--- src/rtl/ysyx_23060072_fwd_hazard_unit_pkg.sv ---
// Shared encodings for the EX-side forwarding / load-use hazard unit.
package ysyx_23060072_fwd_hazard_unit_pkg;

  typedef enum logic {
    ST_RUN    = 1'b0,
    ST_LDWAIT = 1'b1
  } lu_state_e;

  typedef enum logic [2:0] {
    FWD_MEM  = 3'd0,
    FWD_LD   = 3'd1,
    FWD_HOLD = 3'd2,
    FWD_WB   = 3'd3,
    FWD_ID   = 3'd4
  } fwd_sel_e;

endpackage

--- src/rtl/ysyx_23060072_fwd_mux.sv ---
// Single-source operand priority mux; also flags a pending load on this source.
module ysyx_23060072_fwd_mux
  import ysyx_23060072_fwd_hazard_unit_pkg::*;
#(
  parameter int unsigned XLEN   = 32,
  parameter int unsigned REG_AW = 4
) (
  input  logic              has_rs,
  input  logic [REG_AW-1:0] rs_addr,
  input  logic [XLEN-1:0]   rs_data,
  input  logic              mem_valid,
  input  logic              mem_wb_en,
  input  logic              mem_is_load,
  input  logic [REG_AW-1:0] mem_rd,
  input  logic [XLEN-1:0]   mem_ex_result,
  input  logic              mem_load_done,
  input  logic [XLEN-1:0]   mem_load_data,
  input  logic              hold_vld,
  input  logic [XLEN-1:0]   hold,
  input  logic              wb_valid,
  input  logic              wb_wb_en,
  input  logic [REG_AW-1:0] wb_rd,
  input  logic [XLEN-1:0]   wb_data,
  output logic [XLEN-1:0]   opnd,
  output fwd_sel_e          sel,
  output logic              ld_pend
);

  logic mem_hit;
  logic wb_hit;

  // x0 is hard-wired, so a write to it must never be forwarded
  assign mem_hit = has_rs & mem_valid & mem_wb_en & (mem_rd != '0) & (mem_rd == rs_addr);
  assign wb_hit  = has_rs & wb_valid & wb_wb_en & (wb_rd != '0) & (wb_rd == rs_addr);
  assign ld_pend = mem_hit & mem_is_load & ~mem_load_done;

  always_comb begin
    sel  = FWD_ID;
    opnd = rs_data;
    if (mem_hit && !mem_is_load) begin
      sel  = FWD_MEM;
      opnd = mem_ex_result;
    end else if (mem_hit && mem_load_done) begin
      sel  = FWD_LD;
      opnd = mem_load_data;
    end else if (hold_vld) begin
      sel  = FWD_HOLD;
      opnd = hold;
    end else if (wb_hit) begin
      sel  = FWD_WB;
      opnd = wb_data;
    end
  end

endmodule

--- src/rtl/ysyx_23060072_fwd_hazard_unit.sv ---
// EX-stage forwarding and load-use hazard unit: N-source bypass, load-wait FSM,
// per-source hold registers, WB->MEM store-data bypass and a stall counter.
module ysyx_23060072_fwd_hazard_unit
  import ysyx_23060072_fwd_hazard_unit_pkg::*;
#(
  parameter  int unsigned XLEN   = 32,
  parameter  int unsigned NREG   = 16,
  parameter  int unsigned NSRC   = 2,
  localparam int unsigned REG_AW = $clog2(NREG)
) (
  input  logic                   clk,
  input  logic                   rst,
  input  logic                   flush,
  input  logic                   ex_valid,
  input  logic                   ex_is_store,
  input  logic [NSRC-1:0]        ex_has_rs,
  input  logic [NSRC*REG_AW-1:0] ex_rs_addr,
  input  logic [NSRC*XLEN-1:0]   ex_rs_data,
  input  logic                   mem_valid,
  input  logic                   mem_wb_en,
  input  logic                   mem_is_load,
  input  logic                   mem_is_store,
  input  logic [REG_AW-1:0]      mem_rd,
  input  logic [REG_AW-1:0]      mem_rs1,
  input  logic [REG_AW-1:0]      mem_rs2,
  input  logic [XLEN-1:0]        mem_ex_result,
  input  logic [XLEN-1:0]        mem_store_data,
  input  logic                   mem_load_done,
  input  logic [XLEN-1:0]        mem_load_data,
  input  logic                   wb_valid,
  input  logic                   wb_wb_en,
  input  logic                   wb_is_load,
  input  logic [REG_AW-1:0]      wb_rd,
  input  logic [XLEN-1:0]        wb_data,
  output logic [NSRC*XLEN-1:0]   ex_opnd,
  output logic [XLEN-1:0]        mem_store_data_o,
  output logic                   ex_stall,
  output logic [XLEN-1:0]        lu_stall_cnt
);

  lu_state_e         state_q;
  lu_state_e         state_d;
  logic [NSRC-1:0]   hold_vld_q;
  logic [XLEN-1:0]   hold_q [NSRC];
  logic [XLEN-1:0]   opnd_w [NSRC];
  fwd_sel_e          sel_w  [NSRC];
  logic [NSRC-1:0]   ld_pend;
  logic [NSRC-1:0]   haz;
  logic              hold_clr;
  logic              cnt_inc;

  for (genvar i = 0; i < NSRC; i++) begin : g_src
    ysyx_23060072_fwd_mux #(
      .XLEN   (XLEN),
      .REG_AW (REG_AW)
    ) u_mux (
      .has_rs        (ex_has_rs[i]),
      .rs_addr       (ex_rs_addr[i*REG_AW +: REG_AW]),
      .rs_data       (ex_rs_data[i*XLEN +: XLEN]),
      .mem_valid     (mem_valid),
      .mem_wb_en     (mem_wb_en),
      .mem_is_load   (mem_is_load),
      .mem_rd        (mem_rd),
      .mem_ex_result (mem_ex_result),
      .mem_load_done (mem_load_done),
      .mem_load_data (mem_load_data),
      .hold_vld      (hold_vld_q[i]),
      .hold          (hold_q[i]),
      .wb_valid      (wb_valid),
      .wb_wb_en      (wb_wb_en),
      .wb_rd         (wb_rd),
      .wb_data       (wb_data),
      .opnd          (opnd_w[i]),
      .sel           (sel_w[i]),
      .ld_pend       (ld_pend[i])
    );

    assign ex_opnd[i*XLEN +: XLEN] = opnd_w[i];

    // Store data is only needed in MEM, where the WB->MEM bypass covers it
    if (i == 1) begin : g_sdata
      assign haz[i] = ld_pend[i] & ~ex_is_store;
    end else begin : g_opnd
      assign haz[i] = ld_pend[i];
    end
  end

  assign ex_stall = ex_valid & (|haz) & ~flush;

  assign mem_store_data_o =
    (wb_is_load & wb_wb_en & mem_is_store & (wb_rd != '0) &
     (wb_rd == mem_rs2) & (wb_rd != mem_rs1)) ? wb_data : mem_store_data;

  always_ff @(posedge clk) begin
    if (rst) state_q <= ST_RUN;
    else     state_q <= state_d;
  end

  always_comb begin
    state_d = state_q;
    case (state_q)
      ST_RUN:    if (ex_stall) state_d = ST_LDWAIT;
      ST_LDWAIT: if (flush || !ex_stall) state_d = ST_RUN;
      default:   state_d = ST_RUN;
    endcase
  end

  // Hold is only ever valid in LDWAIT, so leaving LDWAIT is the release point
  always_comb begin
    hold_clr = 1'b0;
    cnt_inc  = ex_stall;
    if (state_q == ST_LDWAIT && !ex_stall) hold_clr = 1'b1;
  end

  always_ff @(posedge clk) begin
    if (rst || hold_clr) begin
      hold_vld_q <= '0;
      for (int unsigned i = 0; i < NSRC; i++) hold_q[i] <= '0;
    end else if (ex_stall) begin
      for (int unsigned i = 0; i < NSRC; i++) begin
        if (sel_w[i] == FWD_LD || sel_w[i] == FWD_WB) begin
          hold_q[i]     <= opnd_w[i];
          hold_vld_q[i] <= 1'b1;
        end
      end
    end
  end

  always_ff @(posedge clk) begin
    if (rst)                               lu_stall_cnt <= '0;
    else if (cnt_inc && lu_stall_cnt != '1) lu_stall_cnt <= lu_stall_cnt + XLEN'(1);
  end

endmodule

--- config.mk ---
export PLATFORM = sky130hd
export DESIGN_NAME = ysyx_23060072_fwd_hazard_unit
export DESIGN_NICKNAME = d
export VERILOG_FILES = /design/src/rtl/ysyx_23060072_fwd_hazard_unit_pkg.sv /design/src/rtl/ysyx_23060072_fwd_mux.sv /design/src/rtl/ysyx_23060072_fwd_hazard_unit.sv
export SDC_FILE = /design/constraint.sdc
export NUM_CORES = 1
export LEC_CHECK = 0
export CAP_MARGIN = 20
export CORE_MARGIN = 8
export CORE_UTILIZATION = 38
export CTS_CLUSTER_DIAMETER = 40
export DETAILED_ROUTE_END_ITERATION = 10
export HOLD_SLACK_MARGIN = 0.12
export PLACE_DENSITY = 0.77
export SETUP_SLACK_MARGIN = 0.2
export SYNTH_ARGS = -nofsm -noshare
export SYNTH_HDL_FRONTEND = slang
export SYNTH_SLANG_ARGS = --single-unit
--- constraint.sdc ---
create_clock -name clk -period 3.2 [get_ports clk]
set_clock_uncertainty 0.2 [all_clocks]
set_input_delay 0.64 -clock clk [delete_from_list [all_inputs] [get_ports clk]]
set_output_delay 0.64 -clock clk [all_outputs]
set_load 0.02 [all_outputs]
==> reports/qor.yml, run 1 <==
run_status:
  status: "did not finish"
  haltStage: "global routing"
  error_line: "[ERROR GRT-0232] Routing congestion too high. Check the congestion heatmap in the GUI."
cts:
  cts-htree-levels: 3
  cts.sinks: 99
  clockRootBuffer: "clkbuf_16"
  clockBufferDepth: 2
  cts_buffers: 9
synth:
  avgSynthCellArea_um2: 8.66
  syn-instance-count: 920
  yosysSeqAreaShare_pct: 32.9
  ys_warn_count: 0
  ys_types: 54
  synth_edf_count: 64
  synth.cell_area_um2: 7960
  syn_nets: 1152
  ys_ff_latch: 99
  synth-main-ff-cell: "edfxtp_1"
  synthArstFlopShare_pct: 0
placement:
  dpl.cell_count: 1629
  gp_congestion: 0.886
  dp_hpwl_mm: 27.8
  port_buffers: 359
timing:
  crit_endpoint: "ex_opnd[5]"
  worst-ep-kind: "top-level output"
floorplanning:
  die_w_um: 161
  ios: 360
  fp.dieH_um: 161
  initial_core_util_pct: 38.2
  row_count: 53
grt:
  grtUsageTotal_pct: 78.4
  grt-ovfl-total: 124
  grt_max_degree: 47
  antenna_found_initial: 31
==> kinds of logic after synthesis <==
| family | after synthesis | share of synthesized area, % |
|---|---|---|
| DFF | 99 | 32.9 |
| xor gates and xnor gates | 21 | 2.31 |
| buffers and inverters | 96 | 5.29 |
| adders and majority gates | 1 | 0.157 |
| AOI/OAI and AO/OA | 184 | 18.1 |
| and+or+nand+nor | 444 | 30.7 |
| muxes | 75 | 10.6 |
==> per-stage QoR <==
step / worst slack (ns) / TNS, ns / area, um^2 / hold slack [ns]
global placement: -1.14 / -149.25 / 13900 / 0.284
detailed placement: -1.20 / -162.10 / 13900 / 0.293
floorplan: -0.0110 / -0.167 / 8920 / 0.359
CTS: -0.383 / -26.86 / 17500 / 0.307
==> what timing repair did <==
item | in CTS
hold buffers | 0
cloned | 37
endpoints found under the hold margin | 0
gates resized for setup | 817
buffers inserted | 153
endpoints found under the setup margin | 247
pin swaps | 108
==> cell usage after synthesis (3+ instances only) <==
cell       instances  area (um^2)
nor2_1           121          454
mux2_2            74          833
nor3_1            73          365
edfxtp_1          64         1920
a31oi_1           62          388
clkbuf_1          57          214
nand2_1           50          188
nand2b_1          37          231
dfxtp_1           35          701
nor3b_1           34          255
and3b_1           32          280
o211ai_1          32          240
a21oi_1           25          125
a2111oi_2         23          345
buf_2             20          100
or4_1             19          143
nand3_1           18         90.1
o31ai_1           16          120
nand4_1           12         75.1
xnor2_1           12          105
nor2b_1           11         68.8
nor4_1            10         62.6
xor2_1             9         78.8
inv_1              8         30.0
and3_1             7         43.8
or3_1              7         43.8
a2111oi_1          5         50.1
a2111oi_0          4         35.0
buf_1              4         15.0
buf_6              4         45.0
o21ai_0            4         20.0
nor4b_1            3         26.3
==> metal layers <==
| metal | GRT overflow | GRT usage [%] |
|---|---|---|
| met1 | 2 | 75.4 |
| met2 | 71 | 92.2 |
| met3 | 3 | 68.4 |
| met4 | 48 | 81.2 |
| met5 | 0 | 38.3 |
==> inputs of run 2 (changes only) <==
CORE_UTILIZATION = 23   (was 38)
CTS_CLUSTER_DIAMETER = default   (was 40)
HOLD_SLACK_MARGIN = default   (was 0.12)
PLACE_DENSITY = default   (was 0.77)
PLACE_DENSITY_LB_ADDON = 0.15   (was default)
SETUP_SLACK_MARGIN = default   (was 0.2)
clock period = 4.2 ns   (was 3.2 ns; I/O delays follow)
==> reports/qor.yml, run 2 <==
cts:
  cts.sinks: 99
  holdBufCountCts: 0
  clk_pin_slew_worst_paths_ns: 0.07
  cts_buffers: 9
  clockRootBuffer: "clkbuf_16"
  insertion_delay_ns: 0.37
  clockBufferDepth: 2
  cts-htree-levels: 3
  cts_tree: "done"
worst_setup_path:
  slowest_delay_ns: 0.32
  critPathKind: "in -> out"
  crit_required_ns: 3.16
  slowest_stage: "a221o_1"
  r2r_start: "hold_vld_q[1]"
  crit_top_cell: "buf_4"
  path_cells: "dlygate4sd2_1 -> nor2b_1 -> a221o_1 -> nor4b_4 -> buf_6 -> buf_4 -> buf_12 -> and3b_1 -> a2111oi_2 -> buf_4 -> nor3_1 -> buf_2"
  reg2regPathDepth: 7
  worst-r2r-setup-slack_ns: 1.26
  crit_arrival_ns: 3.11
  r2r-end: "hold_q[0][26]"
  cp_num_buf_inv: 6
  path_max_fanout: 11
  endpoint_kind: "output pin"
  critical_path.top_delay_family: "buffers and inverters"
  crit_path_start_kind: "input port"
synth:
  synth_top_area_share_pct: 24.1
  ys_types: 54
  synthArstFlopShare_pct: 0
  yosysSeqAreaShare_pct: 32.9
  ys_ff_latch: 99
  synth_most_common_cell: "nor2_1"
  syn_nets: 1152
  ys_warn_count: 0
  synth.cell_area_um2: 7960
  syn-instance-count: 920
  yosysTopAreaCell: "edfxtp_1"
  avgSynthCellArea_um2: 8.66
  synthTopCellsByCount: "nor2_1 (121), mux2_2 (74), nor3_1 (73), edfxtp_1 (64), a31oi_1 (62)"
  synth_edf_count: 64
  synth-main-ff-cell: "edfxtp_1"
  synthTopCellsByArea: "edfxtp_1 (24%), mux2_2 (10%), dfxtp_1 (8.8%)"
layout:
  drive_above_1_share_pct: 34.0
  fillers: 3415
  reg_top3: "hold_q x64, lu_stall_cnt x32, hold_vld_q x2"
  area_growth_pct: 83.0
  regArea_um2: 2630
  multi_input_area_um2: 5520
  regMostFlops: "hold_q"
  nets: 1674
  mostFrequentLayoutCell: "clkdlybuf4s50_1"
  finalNonFillerCells: 1903
  largest_reg_flops: 64
  final_cell_mix: "clkdlybuf4s50_1 (246), buf_4 (221), nor2_1 (119), mux2_2 (74), edfxtp_1 (64)"
detailed_routing:
  drtPass1Iterations: 5
  routed-wl-met2_mm: 21.1
  wl_met3_mm: 2.51
  drt-met1-wl_mm: 17.8
  drt_iter0_markers: 523
  vias: 9498
  drc: 0
  wl_per_cell_um: 22.0
  wirelength_mm: 42.0
  ant_nets: 0
  via_per_inst: 4.99
  routed.top_layer: "met4"
grt:
  grtUsageTotal_pct: 19.7
  grt_max_degree: 53
  grt_pass1_vias: 9700
  grt_pass1_wl_mm: 62.5
  grt-ovfl-total: 0
  antenna_found_initial: 2
timing:
  slew_violations: 0
  hold_ws_ns: 0.307
  rsz0062_at_grt: "yes"
  fin_tns_setup_ns: 0
  finalCritPeriodShare_pct: 98.8
  finalHoldViolCount: 0
  finalSetupViolCount: 0
  period_needed_ns: 4.15
  tightest_slew_ns: 0.746
  slew_headroom_pct: 50.3
  max_freq_ghz: 0.241
  layout_setup_ws_ns: 0.0508
power_and_ir_drop:
  p_per_area_nw_per_um2: 194
  p_total_mw: 2.83
  cellLeakagePower_nw: 5.52
  ir_drop_uv: 185
worst_hold_path:
  holdPathEnd: "lu_stall_cnt[27]"
  hold_start: "lu_stall_cnt[27]"
  hold_depth: 2
  hold_path.class: "reg -> reg"
floorplanning:
  fp.dieH_um: 202
  die_area_um2: 40800
  row_count: 68
  core_area_um2: 34300
  die_w_um: 202
  initial_core_util_pct: 23.2
  ios: 360
placement:
  dp_hpwl_mm: 30.3
  gp_congestion: 0.828
  place_worst_setup_slack_ns: -0.797
  port_buffers: 359
  dpl.cell_count: 1830
run:
  max_cap_viol_count: 0
run_status:
  status: "complete, no violations"
## run 2: how the worst max path moves through the flow
| stage | cells after the start | from | to |
|---|---|---|---|
| after floorplan | 9 | wb_rd[1] | ex_opnd[37] |
| after global placement | 11 | wb_rd[1] | ex_opnd[43] |
| after detailed placement | 11 | wb_rd[1] | ex_opnd[43] |
| after CTS | 10 | mem_rd[0] | ex_opnd[14] |
| after global routing | 12 | ex_rs_addr[6] | ex_opnd[54] |
| final | 12 | ex_rs_addr[6] | ex_opnd[54] |
## run 2: metal layers
| metal | vias to the layer above | track usage, % |
|---|---|---|
| li1 | 4544 | - |
| met1 | 4611 | 24.0 |
| met2 | 313 | 34.8 |
| met3 | 30 | 4.23 |
| met4 | 0 | 4.83 |
| met5 | - | 0 |
## run 2: logic make-up after synthesis
logic type	synth area share, %
and+or+nand+nor	30.7
AOI/OAI and AO/OA	18.1
DFF	32.9
buffers and inverters	5.29
muxes	10.6
xor gates and xnor gates	2.31
adders and majority gates	0.157
## run 2: cell type report
type                       count  share of cell area (%)
inverter                       8                   0.206
clock buffer                  10                    1.57
clock inverter                 5                   0.704
timing repair buffer         599                    37.7
tap                          455                    3.91
sequential                    99                    18.0
multi-input combinational    725                    37.8
antenna                        2                  0.0343
## run 2: what timing repair did
| action | 4_1_cts | 5_1_grt |
|---|---|---|
| resized for setup | 430 | 50 |
| pin swaps | 52 | 31 |
| gates cloned | 4 | 1 |
| endpoints found under the setup margin | 96 | 56 |
| setup buffers | 44 | 12 |
## run 2: stage by stage
| stage | utilization (%) | instance area [um^2] |
|---|---|---|
| 4_1_cts | 42.1 | 14400 |
| 6_report | 42.5 | 14600 |
| 3_5_place_dp | 39.2 | 13400 |
| 2_1_floorplan | - | 7960 |
| 3_3_place_gp | 39.2 | 13400 |
| 5_1_grt | 42.5 | 14600 |
## run 2: power by group
part | internal, mW | total, mW | switching, mW
sequential | 1.06 | 1.08 | 0.0138
clock | 0.579 | 0.990 | 0.411
combinational | 0.439 | 0.762 | 0.322
## run 2: worst reg2reg max path: stages, from the launching register on
cell and delay [ns]:
dfxtp_4 0.57, buf_12 0.30, nand2b_1 0.20, nor4_1 0.52, o21ai_1 0.13, a311o_2 0.45
buf_4 0.23, a31oi_1 0.19
Power figures use the tool's default switching activity.
